`src/rtl/mips_regfile_if.sv`:
```
// Register-file bus: IR fields, writeback strobes/data, A/B operands and debug read.
// master = control/datapath side driving strobes, slave = the register file.
interface mips_regfile_if #(
    parameter int N = 32
);
    logic [31:0]  instr;
    logic         RegWrite;
    logic         RegDst;
    logic         MemtoReg;
    logic [N-1:0] alu_out;
    logic [N-1:0] mdr;
    logic [N-1:0] reg_a;
    logic [N-1:0] reg_b;
    logic [4:0]   dbg_addr;
    logic [N-1:0] dbg_data;

    modport master (
        output instr, RegWrite, RegDst, MemtoReg,
        output alu_out, mdr, dbg_addr,
        input  reg_a, reg_b, dbg_data
    );

    modport slave (
        input  instr, RegWrite, RegDst, MemtoReg,
        input  alu_out, mdr, dbg_addr,
        output reg_a, reg_b, dbg_data
    );
endinterface

```
`src/rtl/mips_regfile.sv`:
```
// Multi-cycle MIPS register file: 32 x N GPRs (r0 = 0), A/B operand latches,
// writeback under RegWrite/RegDst/MemtoReg, combinational debug read port.
// Ports: clk, rst (sync, active-high), bus (mips_regfile_if.slave).
// Option: MIPS_REGFILE_BYPASS_EN forwards same-edge write data into A/B.
module mips_regfile #(
    parameter int N = 32
) (
    input logic           clk,
    input logic           rst,
    mips_regfile_if.slave bus
);
    logic [N-1:0] regs [32];

    logic [4:0]   rs;
    logic [4:0]   rt;
    logic [4:0]   waddr;
    logic [N-1:0] wdata;
    logic         we;
    logic [N-1:0] rd_a;
    logic [N-1:0] rd_b;
    logic [N-1:0] nxt_a;
    logic [N-1:0] nxt_b;
    logic [N-1:0] a_q;
    logic [N-1:0] b_q;
    logic         unused_instr;

    assign rs    = bus.instr[25:21];
    assign rt    = bus.instr[20:16];
    assign waddr = bus.RegDst ? bus.instr[15:11] : bus.instr[20:16];
    assign wdata = bus.MemtoReg ? bus.mdr : bus.alu_out;

    // Writes to r0 are dropped here so r0 never leaves its reset value.
    assign we = bus.RegWrite && (waddr != 5'd0);

    assign rd_a = (rs == 5'd0) ? '0 : regs[rs];
    assign rd_b = (rt == 5'd0) ? '0 : regs[rt];

`ifdef MIPS_REGFILE_BYPASS_EN
    assign nxt_a = (we && waddr == rs) ? wdata : rd_a;
    assign nxt_b = (we && waddr == rt) ? wdata : rd_b;
`else
    // A/B take the pre-write array value; new data shows one edge later.
    assign nxt_a = rd_a;
    assign nxt_b = rd_b;
`endif

    always_ff @(posedge clk) begin
        if (rst) begin
            for (int i = 0; i < 32; i++) begin
                regs[i] <= '0;
            end
            a_q <= '0;
            b_q <= '0;
        end else begin
            if (we) begin
                regs[waddr] <= wdata;
            end
            a_q <= nxt_a;
            b_q <= nxt_b;
        end
    end

    assign bus.reg_a    = a_q;
    assign bus.reg_b    = b_q;
    assign bus.dbg_data = (bus.dbg_addr == 5'd0) ? '0 : regs[bus.dbg_addr];

    assign unused_instr = ^{bus.instr[31:26], bus.instr[10:0]};
endmodule

```
`src/flat_wrapper.sv`:
```
// flat-port wrapper written by rule: the top's interface ports become plain ports
module mips_regfile_flat 
#(
    parameter int N = 32
)
  (clk, rst, bus_instr, bus_RegWrite, bus_RegDst, bus_MemtoReg, bus_alu_out, bus_mdr, bus_dbg_addr, bus_reg_a, bus_reg_b, bus_dbg_data);
  mips_regfile_if #(.N(N)) bus_i ();
  input logic clk;
  input logic rst;
  input wire logic [$bits(bus_i.instr)-1:0] bus_instr;
  input wire logic [$bits(bus_i.RegWrite)-1:0] bus_RegWrite;
  input wire logic [$bits(bus_i.RegDst)-1:0] bus_RegDst;
  input wire logic [$bits(bus_i.MemtoReg)-1:0] bus_MemtoReg;
  input wire logic [$bits(bus_i.alu_out)-1:0] bus_alu_out;
  input wire logic [$bits(bus_i.mdr)-1:0] bus_mdr;
  input wire logic [$bits(bus_i.dbg_addr)-1:0] bus_dbg_addr;
  output wire logic [$bits(bus_i.reg_a)-1:0] bus_reg_a;
  output wire logic [$bits(bus_i.reg_b)-1:0] bus_reg_b;
  output wire logic [$bits(bus_i.dbg_data)-1:0] bus_dbg_data;
  assign bus_i.instr = bus_instr;
  assign bus_i.RegWrite = bus_RegWrite;
  assign bus_i.RegDst = bus_RegDst;
  assign bus_i.MemtoReg = bus_MemtoReg;
  assign bus_i.alu_out = bus_alu_out;
  assign bus_i.mdr = bus_mdr;
  assign bus_i.dbg_addr = bus_dbg_addr;
  assign bus_reg_a = bus_i.reg_a;
  assign bus_reg_b = bus_i.reg_b;
  assign bus_dbg_data = bus_i.dbg_data;
  mips_regfile #(.N(N)) u_core (.clk(clk), .rst(rst), .bus(bus_i));
endmodule
```
`config.mk`:
```
export PLATFORM = sky130hd
export DESIGN_NAME = mips_regfile_flat
export DESIGN_NICKNAME = d
export VERILOG_FILES = /design/src/rtl/mips_regfile_if.sv /design/src/rtl/mips_regfile.sv /design/src/flat_wrapper.sv
export SDC_FILE = /design/constraint.sdc
export NUM_CORES = 2
export LEC_CHECK = 0
export BUFFER_PORTS_ARGS = -buffer_cell sky130_fd_sc_hd__buf_2
export CAP_MARGIN = 0
export CORE_MARGIN = 10
export CORE_UTILIZATION = 60
export DETAILED_ROUTE_END_ITERATION = 8
export PLACE_DENSITY = 0.77
export SLEW_MARGIN = 30
export SYNTH_ARGS = -nofsm -noshare
export SYNTH_HDL_FRONTEND = slang
export SYNTH_SLANG_ARGS = --single-unit
```
`constraint.sdc`:
```
create_clock -name clk -period 3.4 [get_ports clk]
set_input_delay 0.17 -clock clk [delete_from_list [all_inputs] [get_ports clk]]
set_output_delay 0.17 -clock clk [all_outputs]
set_load 0.1 [all_outputs]
```
==> impl_metrics.csv <==
group,metric,value,unit
final_layout,drive_above_1_share,30.4,%
yosys,ys_seq_elements,1088,
setup_path,critical_path_class,"reg2out",
setup_path,worstPathMaxFanout,3,
grt,grt_pass1_wl,335,mm
pwr,peakVddDrop,0.614,mV
timing,max_clock_freq,306,MHz
pwr,total_leakage_power,25.1,nW
grt,grt-busiest-layer,"met2",
floorplan,die_x,342,um
timing,final-hold-violation-count,0,
floorplan,start_util,60.7,%
grt,grt_max_degree,77,
yosys,ys_warn_count,0,
clock_tree,cts_buffers,114,
timing,worstMarginPinSlew,1.12,ns
floorplan,coreArea,0.102,mm^2
timing,finalSetupViolations,0,
clock_tree,cts_setup_buffers,0,
final_layout,area_growth,14.2,%
grt,first_global_vias,47100,
drt,dr_total_vias,48000,
pwr,p_clk_share,35.0,%
drt,post_drt_wl_per_cell,39.3,um
placed_design,gp_congestion,0.983,
floorplan,pin_count,202,
yosys,yosysUniqueCellTypes,55,
drt,drt_wl_total,239,mm
setup_path,end_kind,"output port",
floorplan,rows,117,
grt,met1_usage,49.7,%
drt,dr.pass1.iters,7,
yosys,synth_area,0.0621,mm^2
pwr,p_sw_share,29.1,%
floorplan,die-area,0.117,mm^2
clock_tree,cts-root-buf,"clkbuf_16",
grt,grt_use_met2,57.6,%
final_layout,stdcell_count,6089,
clock_tree,clkSinkCount,1088,
placed_design,port_buffers,184,
pwr,p_int,25.1,mW
drt,antenna_left,0,
clock_tree,cts.reportedPaths.clkPinSlew,0.06,ns
yosys,ys_seq_area_share,51.6,%
grt,gr-usage-all-layers,40.3,%
timing,finalCriticalPeriod,3.26,ns
clock_tree,clk_latency,0.73,ns
placed_design,dp_hpwl,148,mm
final_layout,layout.nets,4725,
clock_tree,ctsHoldBuffers,44,
timing,tns,0,ns
clock_tree,tritoncts,"done",
flow_run,cap_violations,0,
placed_design,dp.cells,5824,
clock_tree,htree_levels,3,
final_layout,final_util,69.4,%
setup_path,r2r-start,"u_core.regs[11][29]",
grt,grtUsageMet3,17.3,%
pwr,sequentialPowerShare,45.3,%
grt,grt_antenna_before_repair,12,
pwr,combPwrFrac,19.7,%
floorplan,die_y,342,um
timing,slew_headroom,25.2,%
yosys,synthFlopType,"edfxtp_1",
setup_path,cp_data_arrival_time,3.09,ns
pwr,p_sw,10.3,mW
placed_design,place_area,0.0667,mm^2
clock_tree,cts-resized-gates,0,
timing,rsz0062_at_grt,"no",
clock_tree,clock_path_buffers,3,
drt,vias_per_cell,7.88,
timing,whs,0.00452,ns
hold_path,hp-start,"bus_mdr[16]",
drt,drc_errors,0,
final_layout,finalInstanceArea,0.0709,mm^2
timing,skew,0.0217,ns
setup_path,critPathLaunchType,"flip-flop",
yosys,syn_area_per_cell,13.9,um^2
yosys,synth_edf_count,1024,
yosys,syn-instance-count,4449,
timing,report.final.slew_viol_count,0,
hold_path,hold_path.class,"in2reg",
setup_path,startpoint,"u_core.regs[8][13]",
setup_path,cp.required,3.23,ns
status,outcome,"finished, final reports clean",
yosys,async_flop_share,0,%
timing,period_share,96.0,%
pwr,p_per_area,500,mW/mm^2
drt,dr.first_iter.drc_count,9346,
grt,grt-ovfl-total,0,
-- power by group through the flow --
stage	Combinational (mW)	Clock, mW	Sequential, mW
5_1_grt	7.08	12.9	16.1
4_1_cts	6.76	12.4	16.0
3_5_place_dp	6.67	0	16.3
3_3_place_gp	6.53	0	16.2
2_1_floorplan	3.80	0	16.7
6_report	6.99	12.4	16.1
-- per-stage QoR --
| stage | worst slack (ns) | power [mW] |
|---|---|---|
| final | 0.136 | 35.5 |
| after global routing | 0.252 | 36.1 |
| after CTS | 0.345 | 35.2 |
| after detailed placement | 0.471 | 22.9 |
| after global placement | 0.479 | 22.7 |
| after floorplan | 0.162 | 20.5 |
-- cell usage after synthesis (3+ instances only) --
| master | count | area, um^2 |
|---|---|---|
| a211o_1 | 25 | 219 |
| a211oi_1 | 32 | 240 |
| a21oi_1 | 50 | 250 |
| a221oi_1 | 39 | 342 |
| a22o_1 | 7 | 61.3 |
| a22oi_1 | 43 | 323 |
| a2bb2oi_1 | 33 | 289 |
| a31oi_1 | 25 | 156 |
| and2_1 | 5 | 31.3 |
| buf_1 | 12 | 45.0 |
| buf_2 | 136 | 681 |
| buf_4 | 26 | 195 |
| buf_6 | 8 | 90.1 |
| clkbuf_1 | 319 | 1200 |
| dfxtp_1 | 64 | 1280 |
| edfxtp_1 | 1024 | 30700 |
| inv_1 | 4 | 15.0 |
| mux2_2 | 59 | 664 |
| mux2_4 | 5 | 75.1 |
| mux2i_1 | 464 | 4640 |
| mux4_1 | 15 | 394 |
| mux4_2 | 603 | 13600 |
| nand2_1 | 106 | 398 |
| nand2b_1 | 33 | 206 |
| nand3_1 | 75 | 375 |
| nand3b_1 | 3 | 22.5 |
| nand4_1 | 15 | 93.8 |
| nor2_1 | 997 | 3740 |
| nor2b_1 | 10 | 62.6 |
| o2111ai_1 | 18 | 158 |
| o21ai_0 | 5 | 25.0 |
| o221ai_1 | 64 | 561 |
| o22ai_1 | 71 | 444 |
| o32ai_2 | 3 | 48.8 |
| or2_1 | 15 | 93.8 |
| or2_2 | 8 | 50.1 |
-- cells by family after synthesis --
group / after synthesis / synth area share (%)
simple gates: 1281 / 8.36
flops: 1088 / 51.6
buf+inv: 509 / 3.66
other cells: 1 / 0.00604
compound gates: 424 / 5.16
mux: 1146 / 31.2
-- per-layer routing --
metal	wire (um)	share of wire, %
met5	226	0.094
met2	101000	42
met4	20400	8.5
met1	72800	30
met3	44600	19
-- cells in the final DEF (no fill, tap or decap), types with 46 or more instances in the layout --
cell type         n
a21oi_1          50
buf_12           82
buf_2           145
buf_4           224
clkbuf_16       117
dfxtp_1          64
dlygate4sd3_1    46
edfxtp_1       1024
mux2_2           59
mux2i_1         432
mux4_2          603
nand2_1         106
nand3_1          50
nor2_1          995
o221ai_1         64
o22ai_1          71
-- worst max-delay path, stage by stage, from the launching register on --
cell,delay (ns)
edfxtp_1,0.38
mux4_2,0.25
o22ai_1,0.10
a211o_1,0.47
a31oi_1,0.87
buf_12,0.27
-- final cells by class --
type	count	area, um^2
Fill cell	6775	31300
Antenna cell	7	17.5
Sequential cell	1088	32000
Inverter	6	22.5
Tap cell	1368	1710
Clock inverter	51	470
Timing Repair Buffer	526	5010
Multi-Input combinational cell	2883	28400
Clock buffer	160	3190
-- worst paths after layout --
| kind | slack (ns) | depth (start not counted) | to |
|---|---|---|---|
| worst max register to register | 1.04 | 5 | u_core.bus.reg_a[29] |
| worst min register to register | 0.82 | 4 | u_core.bus.reg_a[26] |
| worst max-delay path | 0.14 | 5 | bus_dbg_data[13] |
| worst min-delay path | 0.005 | 4 | u_core.regs[14][16] |
-- flip-flops by register name (all words and copies together) (netlist names) --
name              cells
u_core.bus.reg_a     32
u_core.regs        1024
u_core.bus.reg_b     32
Note: power is estimated with default switching activity, not from simulation.
